$ cat src/rtl/ex_muldiv_unit_pkg.sv
`default_nettype none
// +----------------------------------------------------------------------+
// | Module   : ex_muldiv_unit_pkg                                        |
// | Brief    : funct3 codes, FSM encoding and decode helpers (RV32M)     |
// | Revision : 1.0                                                       |
// +----------------------------------------------------------------------+
package ex_muldiv_unit_pkg;

  localparam logic [2:0] MD_MUL    = 3'd0;
  localparam logic [2:0] MD_MULH   = 3'd1;
  localparam logic [2:0] MD_MULHSU = 3'd2;
  localparam logic [2:0] MD_MULHU  = 3'd3;
  localparam logic [2:0] MD_DIV    = 3'd4;
  localparam logic [2:0] MD_DIVU   = 3'd5;
  localparam logic [2:0] MD_REM    = 3'd6;
  localparam logic [2:0] MD_REMU   = 3'd7;

  typedef enum logic [1:0] {
    ST_IDLE = 2'd0,
    ST_CALC = 2'd1,
    ST_FIX  = 2'd2,
    ST_DONE = 2'd3
  } md_state_e;

  function automatic logic is_div(input logic [2:0] code);
    return code[2];
  endfunction

  // MUL keeps its low half under either signedness, so it runs unsigned.
  function automatic logic rs1_signed(input logic [2:0] code);
    return (code == MD_MULH) || (code == MD_MULHSU) || (code == MD_DIV) || (code == MD_REM);
  endfunction

  function automatic logic rs2_signed(input logic [2:0] code);
    return (code == MD_MULH) || (code == MD_DIV) || (code == MD_REM);
  endfunction

endpackage
`default_nettype wire

$ cat src/rtl/ex_muldiv_unit_if.sv
`default_nettype none
// +----------------------------------------------------------------------+
// | Module   : ex_muldiv_unit_if                                         |
// | Brief    : EX-side request / MA-side result bundle of the M unit     |
// | Revision : 1.0                                                       |
// +----------------------------------------------------------------------+
interface ex_muldiv_unit_if #(
  parameter int XLEN = 32
);
  logic            md_start_ex;
  logic            cpu_stat_ex;
  logic            md_kill_ex;
  logic [2:0]      md_code_ex;
  logic [XLEN-1:0] rs1_data_ex;
  logic [XLEN-1:0] rs2_data_ex;
  logic [4:0]      rd_adr_ex;
  logic            md_stall_ex;
  logic            md_valid_ma;
  logic [XLEN-1:0] md_rd_data_ma;
  logic [4:0]      md_rd_adr_ma;

  modport master (
    output md_start_ex, cpu_stat_ex, md_kill_ex, md_code_ex,
           rs1_data_ex, rs2_data_ex, rd_adr_ex,
    input  md_stall_ex, md_valid_ma, md_rd_data_ma, md_rd_adr_ma
  );

  modport slave (
    input  md_start_ex, cpu_stat_ex, md_kill_ex, md_code_ex,
           rs1_data_ex, rs2_data_ex, rd_adr_ex,
    output md_stall_ex, md_valid_ma, md_rd_data_ma, md_rd_adr_ma
  );
endinterface
`default_nettype wire

$ cat src/rtl/ex_muldiv_unit_step.sv
`default_nettype none
// +----------------------------------------------------------------------+
// | Module   : muldiv_step                                               |
// | Brief    : one radix-2 iteration: shift-add multiply or restoring    |
// |            divide on the {hi,lo} accumulator pair                    |
// | Revision : 1.0                                                       |
// +----------------------------------------------------------------------+
module muldiv_step #(
  parameter int XLEN = 32
) (
  input  logic            div_mode,
  input  logic [XLEN-1:0] hi_in,
  input  logic [XLEN-1:0] lo_in,
  input  logic [XLEN-1:0] operand,
  output logic [XLEN-1:0] hi_out,
  output logic [XLEN-1:0] lo_out
);
  logic [XLEN:0]   w_sum;
  logic [XLEN:0]   w_shl;
  logic [XLEN-1:0] w_diff;

  always_comb begin
    w_sum  = {1'b0, hi_in} + (lo_in[0] ? {1'b0, operand} : '0);
    w_shl  = {hi_in, lo_in[XLEN-1]};
    // Only used when w_shl >= operand, so the remainder always fits XLEN bits.
    w_diff = w_shl[XLEN-1:0] - operand;
    if (div_mode) begin
      if (w_shl >= {1'b0, operand}) begin
        hi_out = w_diff;
        lo_out = {lo_in[XLEN-2:0], 1'b1};
      end else begin
        hi_out = w_shl[XLEN-1:0];
        lo_out = {lo_in[XLEN-2:0], 1'b0};
      end
    end else begin
      hi_out = w_sum[XLEN:1];
      lo_out = {w_sum[0], lo_in[XLEN-1:1]};
    end
  end
endmodule
`default_nettype wire

$ cat src/rtl/ex_muldiv_unit.sv
`default_nettype none
// +----------------------------------------------------------------------+
// | Module   : ex_muldiv_unit                                            |
// | Brief    : iterative RV32M multiply/divide beside the EX-stage ALU;  |
// |            optional MULDIV_EARLY_OUT_EN skips CALC for zero operands |
// | Revision : 1.0                                                       |
// +----------------------------------------------------------------------+
module ex_muldiv_unit
  import ex_muldiv_unit_pkg::*;
#(
  parameter int XLEN   = 32,
  parameter int UNROLL = 1
) (
  input  logic              clk,
  input  logic              rst_n,
  ex_muldiv_unit_if.slave   md_if
);
  localparam int N  = XLEN / UNROLL;
  localparam int CW = (N > 1) ? $clog2(N) : 1;

  md_state_e         r_state;
  md_state_e         w_state_nxt;
  logic [CW-1:0]     r_cnt;
  logic [XLEN-1:0]   r_hi;
  logic [XLEN-1:0]   r_lo;
  logic [XLEN-1:0]   r_op;
  logic [2:0]        r_code;
  logic [4:0]        r_adr;
  logic              r_s1;
  logic              r_s2;

  logic              w_start;
  logic              w_s1;
  logic              w_s2;
  logic              w_div;
  logic              w_early;
  logic [XLEN-1:0]   w_abs1;
  logic [XLEN-1:0]   w_abs2;
  logic [2*XLEN-1:0] w_prod;
  logic [XLEN-1:0]   w_quo;
  logic [XLEN-1:0]   w_rem;
  logic [XLEN-1:0]   w_result;
  logic [XLEN-1:0]   w_hi [UNROLL+1];
  logic [XLEN-1:0]   w_lo [UNROLL+1];

  assign w_start = md_if.md_start_ex & md_if.cpu_stat_ex & ~md_if.md_kill_ex;
  assign w_div   = is_div(md_if.md_code_ex);
  assign w_s1    = rs1_signed(md_if.md_code_ex) & md_if.rs1_data_ex[XLEN-1];
  assign w_s2    = rs2_signed(md_if.md_code_ex) & md_if.rs2_data_ex[XLEN-1];
  assign w_abs1  = w_s1 ? -md_if.rs1_data_ex : md_if.rs1_data_ex;
  assign w_abs2  = w_s2 ? -md_if.rs2_data_ex : md_if.rs2_data_ex;

`ifdef MULDIV_EARLY_OUT_EN
  assign w_early = w_div ? (md_if.rs2_data_ex == '0)
                         : ((md_if.rs1_data_ex == '0) || (md_if.rs2_data_ex == '0));
`else
  assign w_early = 1'b0;
`endif

  assign w_hi[0] = r_hi;
  assign w_lo[0] = r_lo;

  generate
    for (genvar gi = 0; gi < UNROLL; gi++) begin : g_step
      muldiv_step #(.XLEN(XLEN)) u_step (
        .div_mode (is_div(r_code)),
        .hi_in    (w_hi[gi]),
        .lo_in    (w_lo[gi]),
        .operand  (r_op),
        .hi_out   (w_hi[gi+1]),
        .lo_out   (w_lo[gi+1])
      );
    end
  endgenerate

  // Magnitude result in {r_hi,r_lo}: product for mul, {remainder,quotient} for div.
  always_comb begin
    w_prod   = {r_hi, r_lo};
    w_quo    = r_lo;
    w_rem    = r_hi;
    w_result = '0;
    if (r_s1 ^ r_s2)                 w_prod = -w_prod;
    if ((r_s1 ^ r_s2) && (r_op != '0)) w_quo  = -r_lo;
    if (r_s1)                        w_rem  = -r_hi;
    case (r_code)
      MD_MUL:                       w_result = w_prod[XLEN-1:0];
      MD_MULH, MD_MULHSU, MD_MULHU: w_result = w_prod[2*XLEN-1:XLEN];
      MD_DIV, MD_DIVU:              w_result = w_quo;
      MD_REM, MD_REMU:              w_result = w_rem;
      default:                      w_result = '0;
    endcase
  end

  always_comb begin
    w_state_nxt       = r_state;
    md_if.md_stall_ex = 1'b0;
    case (r_state)
      ST_IDLE: begin
        if (w_start) begin
          md_if.md_stall_ex = 1'b1;
          w_state_nxt       = w_early ? ST_FIX : ST_CALC;
        end
      end
      ST_CALC: begin
        md_if.md_stall_ex = 1'b1;
        if (md_if.md_kill_ex)             w_state_nxt = ST_IDLE;
        else if (r_cnt == CW'(N - 1))     w_state_nxt = ST_FIX;
      end
      ST_FIX: begin
        md_if.md_stall_ex = 1'b1;
        w_state_nxt       = md_if.md_kill_ex ? ST_IDLE : ST_DONE;
      end
      ST_DONE: w_state_nxt = ST_IDLE;
      default: w_state_nxt = ST_IDLE;
    endcase
  end

  always_ff @(posedge clk or negedge rst_n) begin
    if (!rst_n) r_state <= ST_IDLE;
    else        r_state <= w_state_nxt;
  end

  always_ff @(posedge clk or negedge rst_n) begin
    if (!rst_n) begin
      r_cnt               <= '0;
      r_hi                <= '0;
      r_lo                <= '0;
      r_op                <= '0;
      r_code              <= '0;
      r_adr               <= '0;
      r_s1                <= 1'b0;
      r_s2                <= 1'b0;
      md_if.md_valid_ma   <= 1'b0;
      md_if.md_rd_data_ma <= '0;
      md_if.md_rd_adr_ma  <= '0;
    end else begin
      md_if.md_valid_ma <= (r_state == ST_FIX) && !md_if.md_kill_ex;
      case (r_state)
        ST_IDLE: begin
          if (w_start) begin
            r_code <= md_if.md_code_ex;
            r_adr  <= md_if.rd_adr_ex;
            r_s1   <= w_s1;
            r_s2   <= w_s2;
            r_op   <= w_abs2;
            r_cnt  <= '0;
            // Early-out preloads the final magnitudes the iteration would reach.
            if (w_early) begin
              r_hi <= w_div ? w_abs1 : '0;
              r_lo <= w_div ? '1 : '0;
            end else begin
              r_hi <= '0;
              r_lo <= w_abs1;
            end
          end
        end
        ST_CALC: begin
          r_hi  <= w_hi[UNROLL];
          r_lo  <= w_lo[UNROLL];
          r_cnt <= r_cnt + CW'(1);
        end
        ST_FIX: begin
          if (!md_if.md_kill_ex) begin
            md_if.md_rd_data_ma <= w_result;
            md_if.md_rd_adr_ma  <= r_adr;
          end
        end
        default: ;
      endcase
    end
  end
endmodule
`default_nettype wire

$ cat src/flat_wrapper.sv
// flat-port wrapper written by rule: the top's interface ports become plain ports
module ex_muldiv_unit_flat import ex_muldiv_unit_pkg::*;
#(
  parameter int XLEN   = 32,
  parameter int UNROLL = 1
)
  (clk, rst_n, md_if_md_start_ex, md_if_cpu_stat_ex, md_if_md_kill_ex, md_if_md_code_ex, md_if_rs1_data_ex, md_if_rs2_data_ex, md_if_rd_adr_ex, md_if_md_stall_ex, md_if_md_valid_ma, md_if_md_rd_data_ma, md_if_md_rd_adr_ma);
  ex_muldiv_unit_if #(.XLEN(XLEN)) md_if_i ();
  input  logic clk;
  input  logic rst_n;
  input wire logic [$bits(md_if_i.md_start_ex)-1:0] md_if_md_start_ex;
  input wire logic [$bits(md_if_i.cpu_stat_ex)-1:0] md_if_cpu_stat_ex;
  input wire logic [$bits(md_if_i.md_kill_ex)-1:0] md_if_md_kill_ex;
  input wire logic [$bits(md_if_i.md_code_ex)-1:0] md_if_md_code_ex;
  input wire logic [$bits(md_if_i.rs1_data_ex)-1:0] md_if_rs1_data_ex;
  input wire logic [$bits(md_if_i.rs2_data_ex)-1:0] md_if_rs2_data_ex;
  input wire logic [$bits(md_if_i.rd_adr_ex)-1:0] md_if_rd_adr_ex;
  output wire logic [$bits(md_if_i.md_stall_ex)-1:0] md_if_md_stall_ex;
  output wire logic [$bits(md_if_i.md_valid_ma)-1:0] md_if_md_valid_ma;
  output wire logic [$bits(md_if_i.md_rd_data_ma)-1:0] md_if_md_rd_data_ma;
  output wire logic [$bits(md_if_i.md_rd_adr_ma)-1:0] md_if_md_rd_adr_ma;
  assign md_if_i.md_start_ex = md_if_md_start_ex;
  assign md_if_i.cpu_stat_ex = md_if_cpu_stat_ex;
  assign md_if_i.md_kill_ex = md_if_md_kill_ex;
  assign md_if_i.md_code_ex = md_if_md_code_ex;
  assign md_if_i.rs1_data_ex = md_if_rs1_data_ex;
  assign md_if_i.rs2_data_ex = md_if_rs2_data_ex;
  assign md_if_i.rd_adr_ex = md_if_rd_adr_ex;
  assign md_if_md_stall_ex = md_if_i.md_stall_ex;
  assign md_if_md_valid_ma = md_if_i.md_valid_ma;
  assign md_if_md_rd_data_ma = md_if_i.md_rd_data_ma;
  assign md_if_md_rd_adr_ma = md_if_i.md_rd_adr_ma;
  ex_muldiv_unit #(.XLEN(XLEN), .UNROLL(UNROLL)) u_core (.clk(clk), .rst_n(rst_n), .md_if(md_if_i));
endmodule
$ cat config.mk
export PLATFORM = sky130hd
export DESIGN_NAME = ex_muldiv_unit_flat
export DESIGN_NICKNAME = d
export VERILOG_FILES = /design/src/rtl/ex_muldiv_unit_pkg.sv /design/src/rtl/ex_muldiv_unit_if.sv /design/src/rtl/ex_muldiv_unit_step.sv /design/src/rtl/ex_muldiv_unit.sv /design/src/flat_wrapper.sv
export SDC_FILE = /design/constraint.sdc
export NUM_CORES = 1
export LEC_CHECK = 0
export CORE_MARGIN = 2
export CORE_UTILIZATION = 40
export CTS_BUF_LIST = sky130_fd_sc_hd__clkbuf_8
export CTS_CLUSTER_DIAMETER = 200
export DETAILED_ROUTE_END_ITERATION = 7
export PLACE_DENSITY = 0.55
export SYNTH_ARGS = -nofsm -noshare
export SYNTH_HDL_FRONTEND = slang
export SYNTH_SLANG_ARGS = --single-unit
$ cat constraint.sdc
create_clock -name clk -period 6 [get_ports clk]
set_input_delay 1.2 -clock clk [delete_from_list [all_inputs] [get_ports clk]]
set_output_delay 1.2 -clock clk [all_outputs]
set_load 0.02 [all_outputs]
==> results.sh <==
export IMPL_synth_most_common_cell="nand2_1"
export IMPL_ff_latch_area_um2=3780
export IMPL_track_usage=0.261
export IMPL_dr_first_iter_drc_count=1313
export IMPL_max_freq_ghz=0.228
export IMPL_multi_input_area_um2=10300
export IMPL_critPathLaunchType="flop"
export IMPL_synth_top_area_share=0.255
export IMPL_p_leak_nw=7.02
export IMPL_ant_nets=0
export IMPL_power_mw=10.4
export IMPL_grt_pass1_wl_um=78300
export IMPL_rows=70
export IMPL_syn_to_final_growth_pct=12.0
export IMPL_final_min_clock_period_ps=4390
export IMPL_yosys_area_top_type="dfrtp_1"
export IMPL_initial_core_util=0.406
export IMPL_comb_power_share=0.685
export IMPL_post_cts_buffers=0
export IMPL_dp_cells=2445
export IMPL_drcViolationCount=0
export IMPL_clk_pin_slew_ps=90
export IMPL_finalClockSkew_ps=18.4
export IMPL_dpl_worst_slack_ps=1310
export IMPL_swShare=0.536
export IMPL_seq_power_share=0.231
export IMPL_grt_pass1_vias=13800
export IMPL_slew_violations=0
export IMPL_setup_worst_path_end_class="flop"
export IMPL_ctsHoldBuffers=0
export IMPL_vias=14500
export IMPL_firstDrtPassIters=5
export IMPL_worstPathArrival_ps=4730
export IMPL_synth_area_leaders="dfrtp_1 (25%), xnor2_1 (7.1%), o21ai_0 (7.1%)"
export IMPL_die_y_um=197
export IMPL_htreeDepth=4
export IMPL_rsz0062_at_grt="false"
export IMPL_drive_gt1_frac=0.0493
export IMPL_cts_resized=0
export IMPL_worstSetupPathType="flop to flop"
export IMPL_fill_cells=3758
export IMPL_diodes=0
export IMPL_cts_buffer_depth=2
export IMPL_post_route_util=0.455
export IMPL_final_cell_count_no_fill=2477
export IMPL_r2r_slack_ps=1610
export IMPL_setup_viol=0
export IMPL_finalHoldViolCount=0
export IMPL_antenna_found_initial=0
export IMPL_via_per_inst=5.84
export IMPL_finalCritPeriodShare=0.731
export IMPL_async_flop_share=1.00
export IMPL_fin_setup_tns_ps=0
export IMPL_nets=2150
export IMPL_powerDensity_nw_per_um2=624
export IMPL_max_vdd_ir_drop_v=0.000298
export IMPL_worstPathMaxFanout=20
export IMPL_finalWorstSetupSlack_ps=1610
export IMPL_maxCapViolations=0
export IMPL_synth_edf_count=0
export IMPL_hp_start="u_core.r_adr[2]"
export IMPL_pwr_share_clk=0.083
export IMPL_ys_seq_area_frac=0.255
export IMPL_status="complete, no violations"
export IMPL_portBuffers=115
export IMPL_hold_class="flop to flop"
export IMPL_coreArea_um2=36500
export IMPL_syn_inst=1986
export IMPL_syn_area_per_cell_um2=7.47
export IMPL_grt_max_degree=81
export IMPL_netlist_top_cells_count="nand2_1 (272), o21ai_0 (210), nor2_1 (186), dfrtp_1 (151), clkbuf_1 (136)"
export IMPL_clk_latency_ps=510
export IMPL_p_sw_mw=5.56
export IMPL_numCtsBuffers=17
export IMPL_wirelength_um=49900
export IMPL_slew_headroom=0.242
export IMPL_synth_ff_type="dfrtp_1"
export IMPL_crit_reg2reg_launch="u_core.r_lo[0]"
export IMPL_yosys_register_bits=151
export IMPL_dpl_hpwl_um=37400
export IMPL_synth_distinct_cells=76
export IMPL_required_ps=6340
export IMPL_synth_area_um2=14800
export IMPL_worst_pin_slew_ps=1140
export IMPL_cts_root_buf="clkbuf_8"
export IMPL_cts_sinks=151
export IMPL_syn_nets=2140
export IMPL_ios=116
export IMPL_startpoint="u_core.r_lo[0]"
export IMPL_wl_per_cell_um=20.2
export IMPL_routabilityCongestion=0.906
export IMPL_die_area_um2=38600
export IMPL_die_w_um=197
export IMPL_cts_tree="done"
export IMPL_grt_ovfl_total=0
export IMPL_ys_warn_count=0
export IMPL_internal_power_mw=4.81
## worst paths after layout
check / to / cells after the start
min: u_core.md_if.md_rd_adr_ma[2] / 2
min reg2reg: u_core.md_if.md_rd_adr_ma[2] / 2
max in group asynchronous: u_core.r_hi[20] / 2
min in group asynchronous: u_core.r_lo[15] / 1
max: u_core.r_hi[24] / 13
max reg2reg: u_core.r_hi[24] / 13
## through the flow
step                hold WS, ps  instance area (µm²)
global route                499                16600
detailed placement          448                16200
floorplan                   433                14800
global placement            439                16200
CTS                         474                16600
finish                      469                16600
## cell usage in the layout (no fill, tap or decap), types with 12 or more instances in the layout
master	instances
xnor2_1	120
nand2b_1	20
o21ai_0	210
inv_1	62
clkbuf_8	19
o211ai_1	12
and3_1	12
clkdlybuf4s50_1	114
mux2i_1	37
nand3_1	21
a21o_1	37
ha_1	75
a21oi_1	130
nand2_1	271
xor2_1	112
nor4_1	27
or3_1	24
or4_1	12
dfrtp_1	150
buf_4	24
o22ai_1	18
nor2b_1	13
o31ai_1	28
nor3_1	42
nand4_1	17
a211oi_1	14
nor2_1	186
a31oi_1	17
## critical path: stages (launching register included)
cell	delay, ps
dfrtp_1	480
inv_1	570
nor2_1	130
ha_1	380
a21oi_1	170
nor2b_1	60
a311o_1	360
a221oi_1	590
o31a_1	370
o21ai_0	250
a221o_1	370
a21oi_1	180
xor2_1	180
o221ai_1	130
## metal layers
layer,global-route usage,vias to the layer above,routed length (µm)
li1,-,7064,-
met1,0.342,6811,22200
met2,0.433,489,23100
met3,0.0358,91,2740
met4,0.104,0,1920
met5,0,-,0
## cell families (layout without fill, tap and decap cells)
kind of cell | count (synthesis) | in the layout | synth area share
DFF | 151 | 151 | 0.255
and+or+nand+nor | 688 | 688 | 0.213
adders and majority gates | 77 | 77 | 0.0660
xor gates and xnor gates | 234 | 234 | 0.138
buffers and inverters | 210 | 233 | 0.0548
AOI/OAI and AO/OA | 580 | 580 | 0.241
muxes | 46 | 46 | 0.0318
## power by group through the flow
| stage | registers (mW) | clock network [mW] | logic, mW |
|---|---|---|---|
| finish | 2.39 | 0.864 | 7.10 |
| global route | 2.46 | 0.924 | 7.89 |
| CTS | 2.37 | 0.884 | 7.06 |
| detailed placement | 2.39 | 0 | 7.03 |
| global placement | 2.37 | 0 | 6.99 |
| floorplan | 1.93 | 0 | 5.43 |
## sequential cells by signal, summed over array words and instances (netlist names)
name and flops:
u_core.md_if.md_rd_adr_ma 5, u_core.md_if.md_rd_data_ma 32, u_core.md_if.md_valid_ma 1, u_core.r_adr 5, u_core.r_cnt 5, u_core.r_code 3
u_core.r_hi 32, u_core.r_lo 32, u_core.r_op 32, u_core.r_s1 1, u_core.r_s2 1, u_core.r_state 2
## cell type report
| type | instances | share of cell area |
|---|---|---|
| repair buffers | 139 | 0.0802 |
| multi-input cells | 1625 | 0.618 |
| clock inverters | 13 | 0.00919 |
| inverters | 62 | 0.0140 |
| flip-flops and latches | 151 | 0.228 |
| clock buffers | 19 | 0.0157 |
| well taps | 468 | 0.0353 |
No activity file was read; power rests on OpenSTA's default activity.
==> patch 1: new RTL, config.mk and constraints unchanged <==
`XLEN` is set to 32 in 4 places; all go to 16.
--- a/src/rtl/ex_muldiv_unit_if.sv
+++ b/src/rtl/ex_muldiv_unit_if.sv
@@ -5,7 +5,7 @@
 // | Revision : 1.0                                                       |
 // +----------------------------------------------------------------------+
 interface ex_muldiv_unit_if #(
-  parameter int XLEN = 32
+  parameter int XLEN = 16
 );
   logic            md_start_ex;
   logic            cpu_stat_ex;
--- a/src/rtl/ex_muldiv_unit_step.sv
+++ b/src/rtl/ex_muldiv_unit_step.sv
@@ -6,7 +6,7 @@
 // | Revision : 1.0                                                       |
 // +----------------------------------------------------------------------+
 module muldiv_step #(
-  parameter int XLEN = 32
+  parameter int XLEN = 16
 ) (
   input  logic            div_mode,
   input  logic [XLEN-1:0] hi_in,
--- a/src/rtl/ex_muldiv_unit.sv
+++ b/src/rtl/ex_muldiv_unit.sv
@@ -8,7 +8,7 @@
 module ex_muldiv_unit
   import ex_muldiv_unit_pkg::*;
 #(
-  parameter int XLEN   = 32,
+  parameter int XLEN   = 16,
   parameter int UNROLL = 1
 ) (
   input  logic              clk,
--- a/src/flat_wrapper.sv
+++ b/src/flat_wrapper.sv
@@ -1,7 +1,7 @@
 // flat-port wrapper written by rule: the top's interface ports become plain ports
 module ex_muldiv_unit_flat import ex_muldiv_unit_pkg::*;
 #(
-  parameter int XLEN   = 32,
+  parameter int XLEN   = 16,
   parameter int UNROLL = 1
 )
   (clk, rst_n, md_if_md_start_ex, md_if_cpu_stat_ex, md_if_md_kill_ex, md_if_md_code_ex, md_if_rs1_data_ex, md_if_rs2_data_ex, md_if_rd_adr_ex, md_if_md_stall_ex, md_if_md_valid_ma, md_if_md_rd_data_ma, md_if_md_rd_adr_ma);
Ports: changed (resized md_if_md_rd_data_ma, md_if_rs1_data_ex and md_if_rs2_data_ex); port bits go from 116 to 68. No check against the original RTL was run, so the function may have changed too.
==> patch 1 against the original RTL <==
- setup slack better by 0.29 ns
- sequential cell count shrank 65
- wire length down 55%
- final area fell by 48%
- largest power group unchanged
- synthesized area decreased by 48%
- core utilization grew 0.81 points
- total power fell by 49%
- non-clock buffer count fell by 64
- global-route usage shrank 3.2 points
==> patch 1: results (changes against the original RTL) <==
Seq pwr share 24.2% (+1.1 points); library cells used by synthesis 71 (-6.6%); met3 Use GR 4.172% (+0.60 points); post-DP HPWL 16730 um (-55%); Area contributors post-synth dfrtp_1 28%, ha_1 6.9%, o21ai_0 6.5%; Reg2Reg Capture Point u_core.r_hi[12]; crit path DAT 2.90 ns (-1.83 ns); Tightest Pin Transition 1.191 ns (+0.05627 ns); Worst Setup EP md_if_md_stall_ex; fillers 1943 (-48%); M1 GR Usage 33.24% (-1.0 points); fin nets 1093 (-49%); clock latency on the worst-skew pair 0.39 ns (-0.12 ns); xor and xnor area share after synthesis 11.34% (-2.5 points); status completed; CP peak stage delay 0.62 ns (+0.03 ns); final worst path period share 68.31% (-4.8 points); post-synthesis mux area share 5.300% (+2.1 points); GPL Wtd Cong 0.9311 (+2.7%); R2R depth 11 (-2); Clock Power 509 uW (-41%); hold path start u_core.r_adr[0]; dpl cell area 8423 um^2 (-48%); Leakage 0.003701 uW (-47%); TritonCTS buffer count 9 (-8); Setup Buffers After CTS 0 (unchanged); overall routing resource usage 22.90% (-3.2 points); I/O Buffers 67 (-42%); Top delay family on crit path buffers and inverters; hold endpoint u_core.md_if.md_rd_adr_ma[0]; hold slack 0.4802 ns (+0.01093 ns); Avg Cell Area, Syn 7.821 um^2 (+4.7%); Worst Setup SP md_if_md_kill_ex; FF-to-FF setup slack 2.29 ns (+0.68 ns); Power Total 5329 uW (-49%); Synth Area in Compound Gates 22.87% (-1.3 points); critical path fanouts, max 47 (+140%); violation count after the first detailed-route iteration 470 (-64%); vias in the first global route 6700 (-51%); final wirelength 22320 um (-55%); cell internal pwr 2619 uW (-45%); CTS H-tree depth 3 (-1); via count 7072 (-51%)
[patch 1: cell types whose count changed after synthesis, sizes merged, moves of 25 or more]
cell,delta
dfrtp,-65
xnor2,-68
a21o,-25
clkbuf,-87
nor2,-91
o21ai,-117
xor2,-67
ha,-33
nand2,-145
a21oi,-66
[patch 1: layout make-up]
type	instances	area [um^2]	area share, %
timing repair buffer	75	728.2	8.410
clock buffer	10	137.6	1.590
inverter	41	153.9	1.777
tap	234	292.8	3.382
multi-input combinational	791	5095	58.84
clock inverter	6	97.59	1.127
sequential	86	2153	24.87
[patch 1: worst register-to-register path: stages, from the launching register on]
cell and delay [ns]:
dfrtp_1 0.47, inv_1 0.51, nor2_1 0.12, ha_1 0.35
o21ai_0 0.24, o21ai_1 0.14, a2111oi_1 0.61, o21bai_1 0.18
a31o_2 0.30, a31oi_1 0.21, mux2_2 0.36, a32oi_1 0.15
[patch 1: layer usage]
layer  vias to the layer above  wire, um
li1                       3509         -
met1                      3384     11360
met2                       163      9759
met3                        16       963
met4                         0       243
met5                         -         0
==> patch 2: new RTL, config.mk and constraints unchanged <==
Made on the original files. Encoding of `md_state_e`: now Gray code (2 bits for 4 states).
--- a/src/rtl/ex_muldiv_unit_pkg.sv
+++ b/src/rtl/ex_muldiv_unit_pkg.sv
@@ -16,10 +16,10 @@
   localparam logic [2:0] MD_REMU   = 3'd7;
 
   typedef enum logic [1:0] {
-    ST_IDLE = 2'd0,
-    ST_CALC = 2'd1,
-    ST_FIX  = 2'd2,
-    ST_DONE = 2'd3
+    ST_IDLE = 2'b00,
+    ST_CALC = 2'b01,
+    ST_FIX  = 2'b11,
+    ST_DONE = 2'b10
   } md_state_e;
 
   function automatic logic is_div(input logic [2:0] code);
Function: same outputs for any inputs over 10 cycles, from zero or initial values and one cycle with rst_n low; not proved beyond that.
==> patch 2 against the original RTL <==
- largest cell class unchanged
- setup slack worse by 0.47 ns
- sequential power shrank 24%
- total power down 31%
- maximum frequency shrank 9.7%
- combinational power is 37% lower
- synthesized area grew 1.0%
- via count increased by 1.2%
- first-iteration DRC count fell by 5.0%
- core utilization is 0.28 points lower
- final area hardly changed
- sequential cell count did not move
- wire length increased by 1.2%
==> patch 2: results (changes against the original RTL) <==
clk_skew 0.01650 ns (-0.001895 ns); Peak supply drop 186.2 uV (-37%); Area contributors post-synth dfrtp_1 25%, nand2_1 7.3%, o21ai_0 7.2%; Clock Power 832 uW (-3.7%); drt pass-1 iters 6 (+1); final worst path period share 81.01% (+7.9 points); fillers 3774 (+0.43%); Seq pwr share 25.5% (+2.4 points); Tightest Pin Transition 1.142 ns (+0.007101 ns); post-synth net total 2173 (+1.5%); dpl cell area 16230 um^2 (+0.22%); final wirelength 50530 um (+1.2%); dpl ws 1.357 ns (+0.04485 ns); switch share 52.59% (-1.0 points); status completed; overall routing resource usage 26.13% (+0.072 points); hold slack 0.4787 ns (+0.009387 ns); largest net degree at the start of global routing 74 (-8.6%); crit path DAT 5.26 ns (+0.53 ns); share of cells above drive strength 1 3.890% (-1.0 points); FF-to-FF setup slack 1.14 ns (-0.47 ns); Power Total 7129 uW (-31%); GPL Wtd Cong 0.9379 (+3.5%); first-pass GRT wire length 79830 um (+2.0%); post-DP HPWL 38270 um (+2.3%); Leakage 0.007005 uW (-0.20%); sequential-to-total area share from yosys stat 25.23% (-0.25 points); vias per inst 5.856 (+0.34%); Inst Count DP 2467 (+0.90%); Finished Cell Area 16630 um^2 (about the same)
-- patch 2: worst paths after layout --
check                                     start                           end
worst min-delay path            u_core.r_adr[2]  u_core.md_if.md_rd_adr_ma[2]
worst min register to register  u_core.r_adr[2]  u_core.md_if.md_rd_adr_ma[2]
max in group asynchronous                 rst_n               u_core.r_cnt[0]
min in group asynchronous                 rst_n                u_core.r_hi[9]
worst max register to register   u_core.r_lo[0]               u_core.r_hi[30]
worst max-delay path             u_core.r_lo[0]               u_core.r_hi[30]
-- patch 2: area by class of cell --
type / count / share of cell area, %
Sequential cell: 151 / 22.75
Multi-Input combinational cell: 1656 / 62.28
Timing Repair Buffer: 133 / 7.743
Clock buffer: 17 / 1.407
Inverter: 59 / 1.332
Clock inverter: 15 / 0.9707
Tap cell: 468 / 3.522
-- patch 2: critical path, stage by stage, from the launching register on --
cell and delay [ns]:
dfrtp_1 0.49, clkinv_1 0.94, nor2_1 0.39, ha_1 0.29
o21ai_0 0.18, nor4_1 0.29, nor2_1 0.10, a21oi_1 0.34
o21ai_0 0.27, o21ai_0 0.71, a221o_1 0.28, a21oi_1 0.08
mux2i_1 0.13, a211o_1 0.27
-- patch 2: per-layer routing --
layer	share of wire, %	track usage [%]	vias to the layer above
li1	-	-	7146
met1	47	37.62	6960
met2	45	41.03	480
met3	6.2	3.346	47
met4	1.8	7.073	0
met5	0	0	-
-- patch 2: kinds of logic (layout without fill, tap and decap cells) --
group / Yosys count / after routing / synth area share, %
buf+inv: 217 / 224 / 5.839
mux: 40 / 40 / 2.681
fa+ha+maj: 72 / 72 / 6.115
simple gates: 710 / 710 / 21.79
flops: 151 / 151 / 25.23
xor+xnor: 223 / 223 / 13.04
compound gates: 611 / 611 / 25.30
